**config.mk**
```make
export PLATFORM = sky130hd
export DESIGN_NAME = spi_ram_cmd_engine
export DESIGN_NICKNAME = d
export VERILOG_FILES = /design/src/rtl/spi_ram_cmd_engine.sv
export SDC_FILE = /design/constraint.sdc
export NUM_CORES = 1
export LEC_CHECK = 0
export CAP_MARGIN = 30
export CORE_ASPECT_RATIO = 1.1
export CORE_MARGIN = 2
export CORE_UTILIZATION = 53
export DETAILED_ROUTE_END_ITERATION = 10
export PLACE_DENSITY = 0.86
export RECOVER_POWER = 50
export SLEW_MARGIN = 20
export SYNTH_ARGS = -nofsm -noshare
export SYNTH_HDL_FRONTEND = slang
export SYNTH_SLANG_ARGS = --single-unit
```
**constraint.sdc**
```tcl
create_clock -name clk_sys -period 3.2 [get_ports clk_sys]
set_input_delay 0.48 -clock clk_sys [delete_from_list [all_inputs] [get_ports clk_sys]]
set_output_delay 0.48 -clock clk_sys [all_outputs]
set_load 0.01 [all_outputs]
```
**src/rtl/spi_ram_cmd_engine.sv**
```systemverilog
// Command engine between the SPI word stream and a single-port RAM.
// Decodes opcode/address/length words and runs a WRITE or READ burst.
module spi_ram_cmd_engine #(
  parameter int DATA_W      = 32,
  parameter int ADDR_W      = 16,
  parameter int LEN_W       = 16,
  parameter int RAM_LATENCY = 1
) (
  input  logic              clk_sys,
  input  logic              rst_sys_n,
  input  logic              rx_valid,
  input  logic [DATA_W-1:0] rx_data,
  input  logic              abort,
  output logic              tx_valid,
  output logic [DATA_W-1:0] tx_data,
  input  logic              tx_ready,
  output logic              ram_req,
  output logic              ram_we,
  output logic [ADDR_W-1:0] ram_addr,
  output logic [DATA_W-1:0] ram_wdata,
  input  logic [DATA_W-1:0] ram_rdata,
  output logic              busy,
  output logic              done,
  output logic              err
);

  localparam logic [7:0] OP_WRITE = 8'h01;
  localparam logic [7:0] OP_READ  = 8'h02;
  localparam logic [1:0] LAT_LOAD = 2'(RAM_LATENCY - 1);

  typedef enum logic [2:0] {
    S_IDLE,
    S_ADDR,
    S_LEN,
    S_WDATA,
    S_RREQ,
    S_RWAIT,
    S_RSEND
  } state_t;

  typedef enum logic {
    M_WRITE,
    M_READ
  } mode_t;

  state_t            state_q;
  mode_t             mode_q;
  logic [ADDR_W-1:0] addr_q;
  logic [LEN_W-1:0]  rem_q;
  logic [1:0]        lat_q;

  logic [ADDR_W-1:0] addr_nxt;
  logic [LEN_W-1:0]  rem_nxt;
  logic [LEN_W-1:0]  len_in;
  logic              last_word;

  assign addr_nxt  = addr_q + ADDR_W'(1);
  assign rem_nxt   = rem_q - LEN_W'(1);
  assign len_in    = rx_data[LEN_W-1:0];
  assign last_word = (rem_q == LEN_W'(1));
  assign busy      = (state_q != S_IDLE);

  // NOTE: every register here, including addr/rem, is cleared by the async
  // reset so a reset mid-burst drops any strobe in the very same instant.
  always_ff @(posedge clk_sys or negedge rst_sys_n) begin
    if (!rst_sys_n) begin
      state_q   <= S_IDLE;
      mode_q    <= M_WRITE;
      addr_q    <= '0;
      rem_q     <= '0;
      lat_q     <= '0;
      tx_valid  <= 1'b0;
      tx_data   <= '0;
      ram_req   <= 1'b0;
      ram_we    <= 1'b0;
      ram_addr  <= '0;
      ram_wdata <= '0;
      done      <= 1'b0;
      err       <= 1'b0;
    end else begin
      // NOTE: non-blocking assignments only; the defaults below make the
      // strobes single-cycle unless a branch re-asserts them.
      done    <= 1'b0;
      err     <= 1'b0;
      ram_req <= 1'b0;
      ram_we  <= 1'b0;

      if (abort && state_q != S_IDLE) begin
        // A write strobe registered last cycle has already gone out.
        state_q  <= S_IDLE;
        tx_valid <= 1'b0;
      end else begin
        unique case (state_q)
          S_IDLE: begin
            if (rx_valid && !abort) begin
              if (rx_data[7:0] == OP_WRITE) begin
                mode_q  <= M_WRITE;
                state_q <= S_ADDR;
              end else if (rx_data[7:0] == OP_READ) begin
                mode_q  <= M_READ;
                state_q <= S_ADDR;
              end else begin
                err <= 1'b1;
              end
            end
          end

          S_ADDR: begin
            if (rx_valid) begin
              addr_q  <= rx_data[ADDR_W-1:0];
              state_q <= S_LEN;
            end
          end

          S_LEN: begin
            if (rx_valid) begin
              rem_q <= len_in;
              if (len_in == '0) begin
                done    <= 1'b1;
                state_q <= S_IDLE;
              end else if (mode_q == M_WRITE) begin
                state_q <= S_WDATA;
              end else begin
                ram_req  <= 1'b1;
                ram_addr <= addr_q;
                state_q  <= S_RREQ;
              end
            end
          end

          S_WDATA: begin
            if (rx_valid) begin
              ram_req   <= 1'b1;
              ram_we    <= 1'b1;
              ram_addr  <= addr_q;
              ram_wdata <= rx_data;
              addr_q    <= addr_nxt;
              rem_q     <= rem_nxt;
              if (last_word) begin
                done    <= 1'b1;
                state_q <= S_IDLE;
              end
            end
          end

          S_RREQ: begin
            lat_q   <= LAT_LOAD;
            state_q <= S_RWAIT;
          end

          S_RWAIT: begin
            // Stay RAM_LATENCY cycles so ram_rdata is captured on the right edge.
            if (lat_q == 2'd0) begin
              tx_data  <= ram_rdata;
              tx_valid <= 1'b1;
              state_q  <= S_RSEND;
            end else begin
              lat_q <= lat_q - 2'd1;
            end
          end

          S_RSEND: begin
            if (tx_ready) begin
              tx_valid <= 1'b0;
              addr_q   <= addr_nxt;
              rem_q    <= rem_nxt;
              if (last_word) begin
                done    <= 1'b1;
                state_q <= S_IDLE;
              end else begin
                ram_req  <= 1'b1;
                ram_addr <= addr_nxt;
                state_q  <= S_RREQ;
              end
            end
          end

          default: state_q <= S_IDLE;
        endcase
      end
    end
  end

endmodule

```
==> results.toml, run 1 <==
[outcome]
status = "complete, no violations"

[clock_tree]
clk_latency_ps = 410
ctsRootBufferMaster = "clkbuf_16"
cts_tree = "yes"
hold_buffers = 0
cts.clk_slew.worst_paths_ps = 50
postCtsSetupBuffers = 0
cts_buffers = 17
cts_resized = 0
clock-sinks = 123
clk_path_buf_depth = 2
htreeDepth = 4

[grt]
grt_max_degree = 58
antenna_found_initial = 0
grt_usage = 0.281
grt_pass1_wl_mm = 26.7
grt_pass1_vias = 5332
grt_overflow = 0

[floorplan]
row_count = 40
initial_utilization = 0.545
core_area_sq_um = 11000
fp.dieH_um = 115
die-area_sq_um = 12100
top_level_ports = 155
die_x_um = 105

[routing]
ant_nets = 0
first_iter_violations = 532
via_per_inst = 5.97
drc = 0
wl_per_cell_um = 18.5
dr.pass1.iters = 5
vias = 5370
routed_wl_mm = 16.7

[placed_design]
io_buffers = 154
place_ws_ps = 198
post_dp_cell_area_sq_um = 7680
hpwl_mm = 11.6
place.gp.congestion = 0.968

[power_and_ir_drop]
power.density_nw_per_um2 = 732
p_leak_nw = 3.75
irDropWorstVdd_mv = 0.345
total_power_mw = 6.04

[sta]
slew_viol_final = 0
fin_ws_ps = 600
final.period_utilization = 0.813
fmax_mhz = 385
setup_viol = 0
hold_viol = 0
setup-tns-final_ps = 0
rsz0062_at_grt = "false"
worstMarginPinSlew_ps = 1390
slew-limit-headroom = 0.0713
skew_ps = 6.41
min_period_ps = 2600
hold_slack_ps = 384

[logic_synthesis]
synth.area.top_cells = "dfrtp_1 52%, mux2_2 10%, nand2_1 5.2%"
avgSynthCellArea_sq_um = 10.2
yosysTopAreaCell = "dfrtp_1"
synth_ff_type = "dfrtp_1"
ys_types = 53
syn_inst = 585
ys_warn_count = 0
syn_area_sq_um = 5980
synth_top_area_frac = 0.515
ys_seq_area_frac = 0.515
syn_nets = 658
synth_edf_count = 0
synth-async-reset-ratio = 1.00
ys_ff_latch = 123

[worst_setup_path]
crit_path_max_fanout = 17
crit_chain = "clkdlybuf4s50_1, or4_4, nor4_4, a21oi_1, a311o_1, buf_4, mux2_4"
critPathLaunchType = "input pin"
cpPeakStageDelay_ps = 590
path_class = "input pin to flop"
endpoint_kind = "flop"
worst_path_max_delay_cell = "or4_4"
critPathArrivalTime_ps = 2890
required_ps = 3490

[finish]
area_growth_syn_to_layout_pct = 38.0
diodes = 0
drive_gt1_frac = 0.148
most-common-layout-cells = "123 x dfrtp_1, 113 x clkdlybuf4s50_1, 83 x nand2_1"
final_common_cell = "dfrtp_1"
design_area_sq_um = 8240
layout.nets = 813

[flow_run]
max_cap_violations = 0

[hold_path]
min_path_type = "input pin to async pin"
-- worst paths after layout --
path / startpoint / end / slack [ps] / cells after the start
worst min register to register: ram_wdata[25] / ram_wdata[25] / 470 / 2
worst max-delay path: rx_data[9] / ram_addr[10] / 600 / 7
worst max register to register: rem_q[3] / ram_addr[10] / 690 / 6
worst min-delay path: rst_sys_n / ram_wdata[7] / 380 / 1
min in group clk_sys: ram_wdata[25] / ram_wdata[25] / 470 / 2
max in group asynchronous: rst_sys_n / ram_addr[15] / 1500 / 2
-- layer usage --
| metal | share of wire | up-vias | track usage |
|---|---|---|---|
| li1 | - | 2423 | - |
| met1 | 0.38 | 2614 | 0.350 |
| met2 | 0.51 | 279 | 0.477 |
| met3 | 0.070 | 54 | 0.0607 |
| met4 | 0.032 | 0 | 0.122 |
| met5 | 0 | - | 0 |
-- cell families after synthesis --
family | synth area share
buf+inv | 0.0335
xor+xnor | 0.0220
compound gates | 0.139
flops | 0.515
fa+ha+maj | 0.00838
mux | 0.122
simple gates | 0.161
-- report_power, final --
group | switching (mW) | internal, mW
logic | 0.809 | 0.925
clock network | 0.663 | 1.20
registers | 0.451 | 1.99
-- synth_stat cells, types with 2 or more instances --
master,number
a31o_2,3
nor2b_1,5
o21a_1,5
or4_1,5
nor2_1,34
a22oi_1,4
a21o_1,2
mux2_2,54
nand2b_1,3
a21oi_1,36
ha_1,4
dfrtp_1,123
a2111oi_0,2
nand4_1,7
a2bb2oi_1,3
nor3b_1,3
o21ai_0,39
mux2_4,8
and2_1,3
a32oi_1,2
and3_1,4
inv_1,13
nand3_1,17
o22a_1,6
xor2_1,4
a22o_1,4
o211ai_1,2
clkbuf_1,30
o22ai_1,8
o2bb2ai_1,3
nand4b_1,2
or3_1,3
a31oi_1,8
a211oi_1,2
nor4_1,8
nor3_1,17
xnor2_1,11
nand2_1,83
-- worst max-delay path, delay by kind of cell --
family                 cells  cell delay, ps
AND/OR/NAND/NOR            2             920
buffers and inverters      2             700
AO/OA/AOI/OAI              2             460
multiplexers               1             320
-- cell type report --
class / count / area, sq um
flip-flops and latches: 123 / 3080
fillers: 746 / 2720
multi-input cells: 415 / 2700
repair buffers: 169 / 1660
clock buffers: 23 / 478
well taps: 147 / 184
clock inverters: 8 / 92.6
inverters: 14 / 52.6
-- state kept, by name, summed over array words and instances (netlist names), 2 cells and up --
signal     flops
addr_q        16
lat_q          2
ram_addr      16
ram_wdata     32
rem_q         16
state_q        3
tx_data       32
-- through the flow --
step,instances,util
after floorplan,585,-
after detailed placement,868,0.701
after global placement,868,0.701
final,899,0.752
after CTS,899,0.753
after global routing,899,0.752
No activity file was read; power rests on OpenSTA's default activity.
==> run 2: changes to the inputs <==
- CORE_UTILIZATION: 53 -> 49
- PLACE_DENSITY: 0.86 -> 0.8
- clock period: 3.2 -> 2.6 ns (I/O delays scaled with it)
==> run 2 against run 1 <==
Hold slack improved by 82 ps. Sequential share of layout area shrank 1.2 points. Design area is 3.4% higher. First-iteration DRC count decreased by 18%. Clock skew rose by 1.6 ps. Total power up 29%. Sequential power is 22% higher. Largest cell class unchanged. Die area rose by 7.9%. Routed wire length increased by 1.8%. Count of clock-buffer cells in the layout shrank 5.
==> results.toml, run 2 (synthesized netlist as in run 1, its figures left out) <==
[outcome]
status = "complete, no violations"

[worst_setup_path]
endpoint_kind = "output pin"
crit_path_max_fanout = 10
r2r_end = "ram_addr[9]"
rr_worst_depth = 6
required_ps = 2210
r2r_slack_ps = 170
path_class = "flop to output pin"
regToRegStartpoint = "rem_q[6]"
critPathLaunchType = "flop"
critPathArrivalTime_ps = 2060

[clock_tree]
clk_path_buf_depth = 2
clock-sinks = 123
htreeDepth = 4
clk_latency_ps = 420
cts_tree = "yes"
cts_buffers = 17
ctsRootBufferMaster = "clkbuf_16"
cts.clk_slew.worst_paths_ps = 60

[finish]
final_common_cell = "dfrtp_1"
most-common-layout-cells = "123 x dfrtp_1, 114 x clkdlybuf4s50_1, 83 x nand2_1"
layout.nets = 835
final_cells = 930
drive_gt1_frac = 0.173
area_growth_syn_to_layout_pct = 42.6
utilization = 0.711
top_regs = "ram_wdata (32), tx_data (32)"

[hold_path]
hold_start = "ram_wdata[30]"
holdPathEnd = "ram_wdata[30]"
hold_depth = 2
min_path_type = "flop to flop"

[floorplan]
fp.dieH_um = 120
die_x_um = 109
core_area_sq_um = 12000
initial_utilization = 0.499
top_level_ports = 155
die-area_sq_um = 13100
row_count = 42

[power_and_ir_drop]
p_leak_nw = 3.88
irDropWorstVdd_mv = 0.438
total_power_mw = 7.80
power.density_nw_per_um2 = 915

[sta]
slew_viol_final = 0
slew-limit-headroom = 0.269
worstMarginPinSlew_ps = 1100
setup_viol = 0
min_period_ps = 2450
rsz0062_at_grt = "false"
hold_viol = 0
final.period_utilization = 0.942
hold_slack_ps = 466
skew_ps = 7.98
fmax_mhz = 408

[routing]
vias = 5467
dr.pass1.iters = 5
via_per_inst = 5.88
routed_wl_mm = 16.9
wl_per_cell_um = 18.2
drc = 0
first_iter_violations = 435
ant_nets = 0

[grt]
grt_usage = 0.270
grt_overflow = 0
grt_pass1_vias = 5421
antenna_found_initial = 1
grt_max_degree = 44
grt_pass1_wl_mm = 27.2

[placed_design]
place.gp.congestion = 0.958
hpwl_mm = 11.9
dp.cells = 896
io_buffers = 154

[flow_run]
max_cap_violations = 0
==> run 2: cell count changes in the layout (fill, tap and decap cells not counted), sizes merged <==
| cell | previous run | this run |
|---|---|---|
| clkbuf | 25 | 24 |
| inv | 13 | 14 |
| clkinv | 6 | 7 |
| bufinv | 2 | 5 |
| clkdlybuf4s50 | 113 | 114 |
| clkinvlp | 1 | 2 |
| buf | 14 | 31 |
| diode | 0 | 1 |
==> run 2: worst max-delay path by stage <==
stage	start	endpoint	slack (ps)	depth (start not counted)
global placement	rx_data[15]	ram_addr[14]	-120	7
global route	rem_q[6]	done	60	5
CTS	state_q[1]	busy	160	4
floorplan	rx_data[9]	ram_addr[10]	280	7
detailed placement	rx_data[9]	ram_addr[7]	-160	7
finish	state_q[1]	busy	150	4
==> run 2: power by group <==
group / leakage (nW) / switching [mW] / total (mW) / internal, mW
Combinational: 1.97 / 1.04 / 2.21 / 1.18
Clock: 0.316 / 0.881 / 2.61 / 1.73
Sequential: 1.60 / 0.525 / 2.98 / 2.45
==> run 2: repair_timing <==
item	4_1_cts	5_1_grt
endpoints found under the hold margin	38	0
buffers inserted	0	0
gates resized for setup	0	0
endpoints found under the setup margin	0	0
hold buffers	1	0
==> run 2: per-stage QoR <==
stage | setup WS [ps] | instance area (sq um) | setup TNS [ps]
2_1_floorplan | 282 | 5980 | 0
3_3_place_gp | -124 | 7880 | -1670
3_5_place_dp | -160 | 7880 | -2120
4_1_cts | 159 | 8550 | 0
5_1_grt | 63.3 | 8520 | 0
6_report | 150 | 8520 | 0
==> run 2: worst max-delay path, stage by stage, from the launching register on <==
cell,delay (ps)
dfrtp_1,480
buf_4,220
nor3_1,300
inv_1,130
clkdlybuf4s50_1,510
==> run 2: final cells by class <==
type,count,area [sq um]
Fill cell,886,3460
Tap cell,154,193
Antenna cell,1,2.50
Sequential cell,123,3080
Clock buffer,18,439
Multi-Input combinational cell,415,2700
Timing Repair Buffer,191,1840
Clock inverter,14,219
Inverter,14,52.6
==> run 2: metal layers <==
layer,vias up,track usage,wire length [um]
li1,2471,-,-
met1,2626,0.331,6540
met2,292,0.443,8600
met3,78,0.0630,1090
met4,0,0.133,716
met5,-,0,0
==> run 3: changes to the inputs <==
- CORE_UTILIZATION: 49 -> 40
- PLACE_DENSITY: 0.8 -> 0.68
==> run 3 against run 2 <==
The flow now finishes with violations (max-capacitance violations, max-slew violations). Sequential share of layout area is essentially flat. Global-route usage shrank 5.3 points. Register-to-register slack is essentially flat. Largest cell class unchanged.
==> results.toml, run 3 (synthesized netlist as in run 1, its figures left out) <==
[worst_setup_path]
critPathLaunchType = "flop"
rr_worst_depth = 8
path_class = "flop to flop"
regToRegStartpoint = "rem_q[1]"
endpoint_kind = "flop"
startpoint = "rem_q[1]"
crit_path_max_fanout = 17
required_ps = 2900
critPathArrivalTime_ps = 2720

[sta]
worstMarginPinSlew_ps = 1620
final.period_utilization = 0.929
hold_viol = 0
min_period_ps = 2420
slew_viol_final = 27
setup_viol = 0
setup-tns-final_ps = 0
rsz0062_at_grt = "false"
slew-limit-headroom = -0.0775
skew_ps = 7.94
hold_slack_ps = 466
fmax_mhz = 414

[clock_tree]
cts_buffers = 17
cts_resized = 0
cts.clk_slew.worst_paths_ps = 50
postCtsSetupBuffers = 0
cts_tree = "yes"
clock-sinks = 123
ctsRootBufferMaster = "clkbuf_16"
clk_path_buf_depth = 2
htreeDepth = 4
clk_latency_ps = 410

[finish]
most-common-layout-cells = "133 x clkdlybuf4s50_1, 123 x dfrtp_1, 83 x nand2_1"
final_cells = 972
area_growth_syn_to_layout_pct = 42.6
final_common_cell = "clkdlybuf4s50_1"
top_regs = "ram_wdata (32), tx_data (32)"
fillers = 1274
design_area_sq_um = 8520
layout.nets = 841
drive_gt1_frac = 0.174
diodes = 0

[power_and_ir_drop]
p_sw_mw = 2.33
p_seq_frac = 0.395
switching_share = 0.311
power.density_nw_per_um2 = 881
p_leak_nw = 3.83
pwr-share-clk = 0.308
p_int_mw = 5.17
pwr-share-comb = 0.297
irDropWorstVdd_mv = 0.419

[placed_design]
place.gp.congestion = 0.922
io_buffers = 154
post_dp_cell_area_sq_um = 7960
hpwl_mm = 12.5
dp.cells = 940

[grt]
grt_overflow = 0
grt_pass1_wl_mm = 27.0
grt_max_degree = 56
antenna_found_initial = 0
grt_usage = 0.216
grt_pass1_vias = 5183

[routing]
wl_per_cell_um = 17.4
first_iter_violations = 380
routed_wl_mm = 16.9
drc = 0
dr.pass1.iters = 5
ant_nets = 0
vias = 5265
via_per_inst = 5.42

[floorplan]
die-area_sq_um = 15900
core_area_sq_um = 14500
row_count = 46
fp.dieH_um = 132
die_x_um = 121
top_level_ports = 155
initial_utilization = 0.412

[outcome]
violations = "max-capacitance violations, max-slew violations"
status = "finished with violations"

[hold_path]
hold_start = "ram_wdata[18]"
min_path_type = "flop to flop"
hold_depth = 2

[flow_run]
max_cap_violations = 1
==> run 3: power by group through the flow <==
| stage | registers (mW) | logic (mW) | clock network, mW |
|---|---|---|---|
| after global placement | 2.95 | 2.20 | 0 |
| final | 2.96 | 2.23 | 2.31 |
| after floorplan | 2.96 | 1.14 | 0 |
| after CTS | 2.96 | 2.26 | 2.36 |
| after global routing | 3.05 | 2.43 | 2.44 |
| after detailed placement | 2.98 | 2.25 | 0 |
==> run 3: path summary, 6_finish.rpt <==
path / end / slack [ps]
setup reg to reg: ram_addr[9] / 180
min in group asynchronous: ram_wdata[9] / 910
setup / recovery: ram_addr[9] / 180
hold / removal: ram_wdata[18] / 470
hold reg to reg: ram_wdata[18] / 470
max in group asynchronous: ram_wdata[4] / 380
==> run 3: repair_timing <==
| action | CTS | global route |
|---|---|---|
| endpoints found under the hold margin | 23 | 0 |
| hold buffers | 1 | 0 |
| setup endpoints to repair | 0 | 0 |
==> run 3: area by class of cell <==
class | count | area, sq um | area share
Timing Repair Buffer | 197 | 1870 | 0.219
Multi-Input combinational cell | 415 | 2700 | 0.317
Inverter | 14 | 52.6 | 0.00617
Sequential cell | 123 | 3080 | 0.361
Clock buffer | 25 | 495 | 0.0582
Tap cell | 192 | 240 | 0.0282
Clock inverter | 6 | 86.3 | 0.0101
==> run 3: stage by stage <==
| stage | utilization | total power, mW | setup slack, ps |
|---|---|---|---|
| after floorplan | - | 4.10 | 282 |
| after global placement | 0.549 | 5.15 | -134 |
| after detailed placement | 0.549 | 5.23 | -171 |
| after CTS | 0.590 | 7.58 | 196 |
| after global routing | 0.587 | 7.92 | 48.0 |
| final | 0.587 | 7.50 | 184 |
==> run 3: layer usage <==
metal / up-vias / wire, um / track usage
met3: 31 / 811 / 0.0407
li1: 2476 / - / -
met4: 0 / 471 / 0.0975
met5: - / 0 / 0
met1: 2591 / 7110 / 0.274
met2: 167 / 8520 / 0.358
==> run 3: worst max-delay path, cell delays in order, from the launching register on <==
cell and delay (ps):
dfrtp_1 370, inv_1 80, ha_1 180, nor4b_1 330, nand4_1 220, and2_1 240, a311o_1 400, buf_12 180
mux2_4 300
